===== src/rtl/ysyx_22040210_lsu.sv =====
// Load/store unit: takes one request from execute, runs a single aligned
// data-memory access (with a wait-state timeout) and returns the result to writeback.
module ysyx_22040210_lsu #(
  parameter int TIMEOUT_CYCLES = 16
) (
  input  logic        clk,
  input  logic        rst,
  input  logic        ex_valid_i,
  output logic        ex_ready_o,
  input  logic        ex_ren_i,
  input  logic        ex_wen_i,
  input  logic [2:0]  ex_funct3_i,
  input  logic [63:0] ex_addr_i,
  input  logic [63:0] ex_wdata_i,
  input  logic [4:0]  ex_rd_i,
  output logic        wb_valid_o,
  output logic [63:0] wb_rdata_o,
  output logic [4:0]  wb_rd_o,
  output logic        wb_err_o,
  output logic        ce_o,
  output logic        memren_o,
  output logic        memwen_o,
  output logic [7:0]  memwe_o,
  output logic [63:0] memraddr_o,
  output logic [63:0] memwaddr_o,
  output logic [63:0] memwdata_o,
  input  logic [63:0] memrdata_i,
  input  logic        memrdatavaild_i,
  input  logic        memwdatavaild_i
);

  localparam logic [2:0] IDLE    = 3'd0;
  localparam logic [2:0] RD_REQ  = 3'd1;
  localparam logic [2:0] RD_WAIT = 3'd2;
  localparam logic [2:0] WR_REQ  = 3'd3;
  localparam logic [2:0] WR_WAIT = 3'd4;
  localparam logic [2:0] RESP    = 3'd5;

  localparam int CNT_W = $clog2(TIMEOUT_CYCLES + 1);
  localparam logic [CNT_W-1:0] CNT_LAST = CNT_W'(TIMEOUT_CYCLES - 1);

  function automatic logic misaligned(input logic [1:0] sz, input logic [2:0] off);
    case (sz)
      2'd1:    return off[0];
      2'd2:    return |off[1:0];
      2'd3:    return |off;
      default: return 1'b0;
    endcase
  endfunction

  function automatic logic [7:0] size_mask(input logic [1:0] sz);
    case (sz)
      2'd0:    return 8'h01;
      2'd1:    return 8'h03;
      2'd2:    return 8'h0F;
      default: return 8'hFF;
    endcase
  endfunction

  function automatic logic [63:0] load_ext(input logic [63:0] raw, input logic [2:0] f3);
    case (f3)
      3'b000:  return {{56{raw[7]}}, raw[7:0]};
      3'b001:  return {{48{raw[15]}}, raw[15:0]};
      3'b010:  return {{32{raw[31]}}, raw[31:0]};
      3'b100:  return {56'd0, raw[7:0]};
      3'b101:  return {48'd0, raw[15:0]};
      3'b110:  return {32'd0, raw[31:0]};
      default: return raw;
    endcase
  endfunction

  logic [2:0]       state;
  logic [CNT_W-1:0] cnt;
  logic             err_p1;
  logic             init_done;
  logic [2:0]       funct3_p0;
  logic [63:0]      addr_p0;
  logic [63:0]      wdata_p0;
  logic [4:0]       rd_p0;
  logic [63:0]      rdata_p1;
  logic             accept;
  logic             req_err;

  assign accept = ex_valid_i && ex_ready_o;

  // Illegal combinations are decided at accept time so no memory access is ever issued for them.
  assign req_err = (ex_ren_i && ex_wen_i)
                || (ex_ren_i && (ex_funct3_i == 3'b111))
                || (ex_wen_i && ex_funct3_i[2])
                || ((ex_ren_i || ex_wen_i) && misaligned(ex_funct3_i[1:0], ex_addr_i[2:0]));

  always_ff @(posedge clk or negedge rst) begin
    if (!rst) begin
      state     <= IDLE;
      cnt       <= '0;
      err_p1    <= 1'b0;
      init_done <= 1'b0;
    end else begin
      init_done <= 1'b1;
      case (state)
        IDLE: if (accept) begin
          err_p1 <= req_err;
          if (req_err)       state <= RESP;
          else if (ex_ren_i) state <= RD_REQ;
          else if (ex_wen_i) state <= WR_REQ;
          else               state <= RESP;
        end
        RD_REQ: begin
          state <= RD_WAIT;
          cnt   <= '0;
        end
        RD_WAIT: begin
          if (memrdatavaild_i) state <= RESP;
          else if (cnt == CNT_LAST) begin
            state  <= RESP;
            err_p1 <= 1'b1;
          end else cnt <= cnt + CNT_W'(1);
        end
        WR_REQ: begin
          state <= WR_WAIT;
          cnt   <= '0;
        end
        WR_WAIT: begin
          if (memwdatavaild_i) state <= RESP;
          else if (cnt == CNT_LAST) begin
            state  <= RESP;
            err_p1 <= 1'b1;
          end else cnt <= cnt + CNT_W'(1);
        end
        default: state <= IDLE;
      endcase
    end
  end

  // Request capture (p0) and response data (p1); result stays zero unless a load completes.
  always_ff @(posedge clk) begin
    if (accept) begin
      funct3_p0 <= ex_funct3_i;
      addr_p0   <= ex_addr_i;
      wdata_p0  <= ex_wdata_i;
      rd_p0     <= ex_rd_i;
      rdata_p1  <= '0;
    end else if ((state == RD_WAIT) && memrdatavaild_i) begin
      rdata_p1  <= load_ext(memrdata_i >> {addr_p0[2:0], 3'b000}, funct3_p0);
    end
  end

  logic rd_phase;
  logic wr_phase;
  assign rd_phase = (state == RD_REQ) || (state == RD_WAIT);
  assign wr_phase = (state == WR_REQ) || (state == WR_WAIT);

  assign ex_ready_o = init_done && (state == IDLE);
  assign ce_o       = rd_phase || wr_phase;
  assign memren_o   = (state == RD_REQ);
  assign memwen_o   = (state == WR_REQ);
  assign memraddr_o = rd_phase ? {addr_p0[63:3], 3'b000} : '0;
  assign memwaddr_o = wr_phase ? {addr_p0[63:3], 3'b000} : '0;
  assign memwe_o    = wr_phase ? (size_mask(funct3_p0[1:0]) << addr_p0[2:0]) : '0;
  assign memwdata_o = wr_phase ? (wdata_p0 << {addr_p0[2:0], 3'b000}) : '0;
  assign wb_valid_o = (state == RESP);
  assign wb_rdata_o = wb_valid_o ? rdata_p1 : '0;
  assign wb_rd_o    = wb_valid_o ? rd_p0 : '0;
  assign wb_err_o   = wb_valid_o && err_p1;

endmodule


===== config.mk =====
export PLATFORM = sky130hd
export DESIGN_NAME = ysyx_22040210_lsu
export DESIGN_NICKNAME = d
export VERILOG_FILES = /design/src/rtl/ysyx_22040210_lsu.sv
export SDC_FILE = /design/constraint.sdc
export NUM_CORES = 1
export LEC_CHECK = 0
export CAP_MARGIN = 5
export CORE_AREA = 5 5 186 188
export CTS_CLUSTER_DIAMETER = 200
export CTS_CLUSTER_SIZE = 8
export DETAILED_ROUTE_END_ITERATION = 7
export DIE_AREA = 0 0 191 193
export PLACE_DENSITY = 0.68
export SLEW_MARGIN = 20
export SYNTH_ARGS = -nofsm -noshare
export SYNTH_HDL_FRONTEND = slang
export SYNTH_SLANG_ARGS = --single-unit

===== constraint.sdc =====
create_clock -name clk -period 8.1 [get_ports clk]
set_input_delay 1.62 -clock clk [delete_from_list [all_inputs] [get_ports clk]]
set_output_delay 1.62 -clock clk [all_outputs]
set_load 0.02 [all_outputs]

==> metrics, run 1 <==
outcome finished clean; clk sinks 210; register area share after synthesis 45.9%; dpl hpwl 35800 um; commonest cells after routing, fill and taps aside clkdlybuf4s50_1 (475), and2_1 (193), edfxtp_1 (136); # port buffers 475; clock latency on the worst-skew pair 0.55 ns; critical path startpoint category register; Worst setup EP type output port; Leak 6.61 nW; post-CTS sizing 0; drc violations 0; drt first pass iters 5; max cap viols 0; DIE HEIGHT 193 um; FF/Latch Area 5620 um2; Post-Syn Area 12200 um2; first-pass GRT wire length 70700 um; top post-synthesis cells by area edfxtp_1 (33%), dfxtp_1 (10%), and2_1 (9.9%), mux2i_1 (8.6%), mux4_2 (4.4%); total track usage 24.8%; number of routed nets with antenna violations 0; largest net degree at the start of global routing 99; routed via count 11153; total length of routed wires 48000 um; RSZ-0062 raised after global routing false; reg2reg start state[2]$_DFFE_PN0N_; Layout Utilization 55.0%; pwr/cell area 287 nW/um2; vias in the first global route 11427; most common cell after layout, fill and taps aside clkdlybuf4s50_1; clock-pin slew on the worst setup and hold paths 0.06 ns; Hold Path Stages 2; I/O pin cnt 482; clock skew 0.0267 ns; CP arrival 3.74 ns; H-tree levels 1; Setup TNS 0 ns; critical path startpoint addr_p0[1]$_DFFE_PP_; layout cells sized above 1 8.30%; postcts setup bufs 0; Synth warnings 0; Vias per Instance 5.29; Yosys cell types 57; Final Cell Area 18100 um2; Area after DPL 17200 um2; HP Class reg -> reg; Post-Syn Instances 1216; Clock Tree Buf Depth 3; fin nets 1839; maximum VDD drop 0.000196 V; area leader, netlist edfxtp_1; root buffer cell clkbuf_16; Finish-stage setup viols 0; hold_sp cnt[4]$_DFFE_PN0P_; Final Slew Violations 0; CTS tree done; worst rel slew slack 23.5%; area taken by multi-input logic gates 6150 um2; core area 32900 um2; number of synthesized flops with an enable pin 136; ys async rst share 4.76%; number of CTS-inserted buffers 30; routability cong. 0.897; Die Span X 191 um; Tmin final 5.36 ns; final period utilization 66.1%; GR Overflow Total 0; Fillers 2937; Die ar. 36900 um2; Cell Rows 67; Reg2Reg Depth 4; maximum operating frequency 187 MHz; 1st-iter DRT viols 737; Final Hold Vio Count 0; required time of the critical path 6.48 ns; WL/cell 22.8 um; top cell type's share of synthesized area 33.4%; initial antenna violation count 13; Starting Density 37.2%; crit path max fanout 50; ys flop type edfxtp_1; #FFs+latches synth 210; Worst-Margin Slew 1.15 ns; Synth Area per Inst 10.1 um2; CTS Hold Bufs 0; Crit Path Category reg -> out; synthesis-to-layout area growth 48.0%
-- critical path, stage by stage (launching register included) --
cell and delay, ns:
edfxtp_1 0.38, buf_4 0.32, buf_4 0.41, nor2_1 0.73, and3_1 0.49, o2bb2ai_1 0.19
clkdlybuf4s50_1 0.65
-- logic make-up after synthesis --
group,after synthesis,share of synthesized area [%]
and+or+nand+nor,475,21.1
AOI/OAI and AO/OA,264,14.1
DFF,210,45.9
muxes,143,14.3
buffers and inverters,119,4.27
adders and majority gates,2,0.204
other,2,0.0613
xor gates and xnor gates,1,0.0716
-- registers in the layout, indices dropped and copies added, names as in the netlist --
register	cells
addr_p0	64
rdata_p1	64
wdata_p0	64
cnt	5
rd_p0	5
funct3_p0	3
state	3
err_p1	1
init_done	1
-- synthesized netlist by cell type, types with 30 or more instances --
| cell | n |
|---|---|
| a211oi_1 | 41 |
| a21oi_1 | 37 |
| a21oi_2 | 30 |
| and2_1 | 193 |
| clkbuf_1 | 81 |
| dfxtp_1 | 64 |
| edfxtp_1 | 136 |
| mux2i_1 | 105 |
| nand2_1 | 71 |
| nor2_1 | 93 |
| o21ai_0 | 89 |
-- stage by stage --
step,worst slack (ns),hold slack [ns],power (W),cells
final,2.74,0.476,0.00520,2107
after global routing,2.60,0.502,0.00548,2107
after CTS,2.81,0.479,0.00522,2098
after detailed placement,3.29,0.467,0.00403,2045
after global placement,3.34,0.459,0.00401,2045
after floorplan,1.82,0.448,0.00291,1221
-- power by group --
part / internal (W) / switching (W)
logic: 0.00109 / 0.00138
registers: 0.00141 / 0.000148
clock network: 0.000703 / 0.000467
-- routing by layer --
metal	part of all wire, %	track usage, %	up-vias
li1	-	-	5196
met1	37	28.2	5327
met2	51	44.6	506
met3	8.2	6.63	114
met4	3.8	9.50	10
met5	0.16	0	-
-- area by class of cell --
class	instances	area share [%]
flip-flops and latches	210	31.0
inverters	4	0.110
repair buffers	492	27.0
well taps	448	3.09
diodes	8	0.110
clock buffers	52	4.72
multi-input cells	892	33.9
clock inverters	1	0.0483
-- path summary, 6_finish.rpt --
kind	slack (ns)	end
setup / recovery	2.74	memwdata_o[34]
min in group asynchronous	1.42	cnt[1]$_DFFE_PN0P_
setup reg to reg	4.26	addr_p0[62]$_DFFE_PP_
hold reg to reg	0.48	cnt[4]$_DFFE_PN0P_
max in group asynchronous	6.34	state[1]$_DFFE_PN0N_
hold / removal	0.48	cnt[4]$_DFFE_PN0P_
Power figures use the tool's default switching activity.
==> run 2, diff against run 1 <==
--- a/config.mk
+++ b/config.mk
@@ -6,12 +6,12 @@
 export NUM_CORES = 1
 export LEC_CHECK = 0
 export CAP_MARGIN = 5
-export CORE_AREA = 5 5 186 188
+export CORE_AREA = 5 5 187 189
 export CTS_CLUSTER_DIAMETER = 200
 export CTS_CLUSTER_SIZE = 8
 export DETAILED_ROUTE_END_ITERATION = 7
-export DIE_AREA = 0 0 191 193
-export PLACE_DENSITY = 0.68
+export DIE_AREA = 0 0 192 194
+export PLACE_DENSITY = 0.7
 export SLEW_MARGIN = 20
 export SYNTH_ARGS = -nofsm -noshare
 export SYNTH_HDL_FRONTEND = slang
==> constraint.sdc (replaced) <==
create_clock -name clk -period 4.7 [get_ports clk]
set_input_delay 0.94 -clock clk [delete_from_list [all_inputs] [get_ports clk]]
set_output_delay 0.94 -clock clk [all_outputs]
set_load 0.02 [all_outputs]
==> run 2 against run 1 <==
  * First-iteration DRC count is 1.4% higher
  * Final cell count is 0.24% higher
  * Largest power group unchanged
  * Highest routed layer unchanged
  * Register-to-register slack got worse by 3.0 ns
  * Setup slack got worse by 2.5 ns
  * Largest cell class unchanged
  * Count of clock-buffer cells in the layout decreased by 1
  * Wire length decreased by 0.18%
  * Combinational power up 74%
  * Die area grew 1.0%
==> metrics, run 2 (synthesized netlist as in run 1, its figures left out) <==
critical path startpoint state[2]$_DFFE_PN0N_; Reg2Reg Depth 8; required time of the critical path 3.76 ns; critical path startpoint category register; Starting Density 37.0%; routed via count 11049; maximum VDD drop 0.000335 V; Die ar. 37200 um2; layout cells sized above 1 8.86%; Slowest cell on crit path clkdlybuf4s50_1; most common cell after layout, fill and taps aside clkdlybuf4s50_1; reg2reg start addr_p0[1]$_DFFE_PP_; # port buffers 475; drt first pass iters 5; Worst-Margin Slew 1.04 ns; Worst setup EP type output port; HP Class reg -> reg; Setup TNS 0 ns; pwr/cell area 494 nW/um2; Psw 0.00347 W; number of routed nets with antenna violations 0; worst rel slew slack 29.0%; clock skew 0.0195 ns; Layout Utilization 54.9%; Leak 6.66 nW; commonest cells after routing, fill and taps aside clkdlybuf4s50_1 (475), and2_1 (193), edfxtp_1 (136); Crit Path Category reg -> out; routability cong. 0.941; Finish-stage setup viols 0; hold_sp rdata_p1[7]$_SDFFE_PP0P_; reg2reg setup slack 1.23 ns; H-tree levels 1; Vias per Instance 5.23; fin cells 2112; max cap viols 0; Tmin final 4.47 ns; total track usage 24.6%; Seq pwr share 29.6%; Fillers 2901; drc violations 0; vias in the first global route 11569; clock-pin slew on the worst setup and hold paths 0.06 ns; Die Span X 192 um; Final Slew Violations 0; post-CTS sizing 0; total length of routed wires 48000 um; WL/cell 22.7 um; biggest regs addr_p0 (64), rdata_p1 (64), wdata_p0 (64); Clk pwr share 22.6%; GR Overflow Total 0; worst r2r dst rdata_p1[62]$_SDFFE_PP0P_; final period utilization 95.0%; clk sinks 210; crit path max fanout 17; CP peak stage delay 0.65 ns; Cell Rows 67; fin nets 1849; core area 33100 um2; largest net degree at the start of global routing 87; RSZ-0062 raised after global routing false; root buffer cell clkbuf_16; dpl hpwl 35700 um; CP cell instances nand2b_1, nor2_1, or2_2, nand2_1, a211oi_1, clkdlybuf4s50_1; worst hold slack 0.492 ns; Endpoint, Worst Hold rdata_p1[7]$_SDFFE_PP0P_; 1st-iter DRT viols 747; DIE HEIGHT 194 um; synthesis-to-layout area growth 48.5%; Placed Instances 2056; first-pass GRT wire length 71700 um; CP arrival 3.53 ns; area taken by multi-input logic gates 6140 um2; setup ws final 0.233 ns; Final Hold Vio Count 0; I/O pin cnt 482; Internal 0.00551 W; maximum operating frequency 224 MHz; CTS tree done; clock latency on the worst-skew pair 0.56 ns; switching portion of total power 38.6%; initial antenna violation count 5; CTS Hold Bufs 0; combinational share of power 47.8%; postcts setup bufs 0; Clock Tree Buf Depth 3; FF/Latch Area 5620 um2; outcome finished clean; DP Worst Slack 0.799 ns; number of CTS-inserted buffers 30; Hold Path Stages 2
run 2: critical path: cells and delay by family, from the launching register on:
kind | cells | cell delay [ns]
AOI/OAI and AO/OA | 1 | 0.38
buffers and inverters | 1 | 0.65
DFF | 1 | 0.56
and+or+nand+nor | 4 | 1.37
run 2: power groups by stage:
stage / sequential (W) / clock [W] / combinational [W]
3_3_place_gp: 0.00267 / 0 / 0.00428
2_1_floorplan: 0.00258 / 0 / 0.00243
5_1_grt: 0.00270 / 0.00215 / 0.00459
6_report: 0.00266 / 0.00203 / 0.00430
3_5_place_dp: 0.00269 / 0 / 0.00431
4_1_cts: 0.00266 / 0.00207 / 0.00433
run 2: final cells by class:
| cell class | count | share of cell area (%) |
|---|---|---|
| clock inverters | 1 | 0.0482 |
| multi-input cells | 892 | 33.8 |
| inverters | 4 | 0.110 |
| well taps | 448 | 3.08 |
| repair buffers | 502 | 27.3 |
| clock buffers | 51 | 4.68 |
| flip-flops and latches | 210 | 30.9 |
| diodes | 4 | 0.0551 |
run 2: worst max path at each step:
stage	to
finish	memwe_o[2]
global route	memwe_o[2]
CTS	memwe_o[2]
detailed placement	memwe_o[2]
global placement	memwe_o[2]
floorplan	addr_p0[0]$_DFFE_PP_
run 2: metal layers:
| metal | part of all wire, % | wire length, um | vias to the layer above | track usage, % |
|---|---|---|---|---|
| met5 | 0.023 | 11 | - | 0 |
| met4 | 3.1 | 1500 | 2 | 7.55 |
| met3 | 8.6 | 4120 | 81 | 7.15 |
| met2 | 51 | 24500 | 454 | 43.9 |
| met1 | 37 | 17800 | 5301 | 28.3 |
| li1 | - | - | 5211 | - |
run 2: through the flow:
stage	cell area [um2]	power (W)
floorplan	12300	0.00501
global placement	17300	0.00695
detailed placement	17300	0.00699
CTS	18200	0.00906
global route	18200	0.00945
finish	18200	0.00899
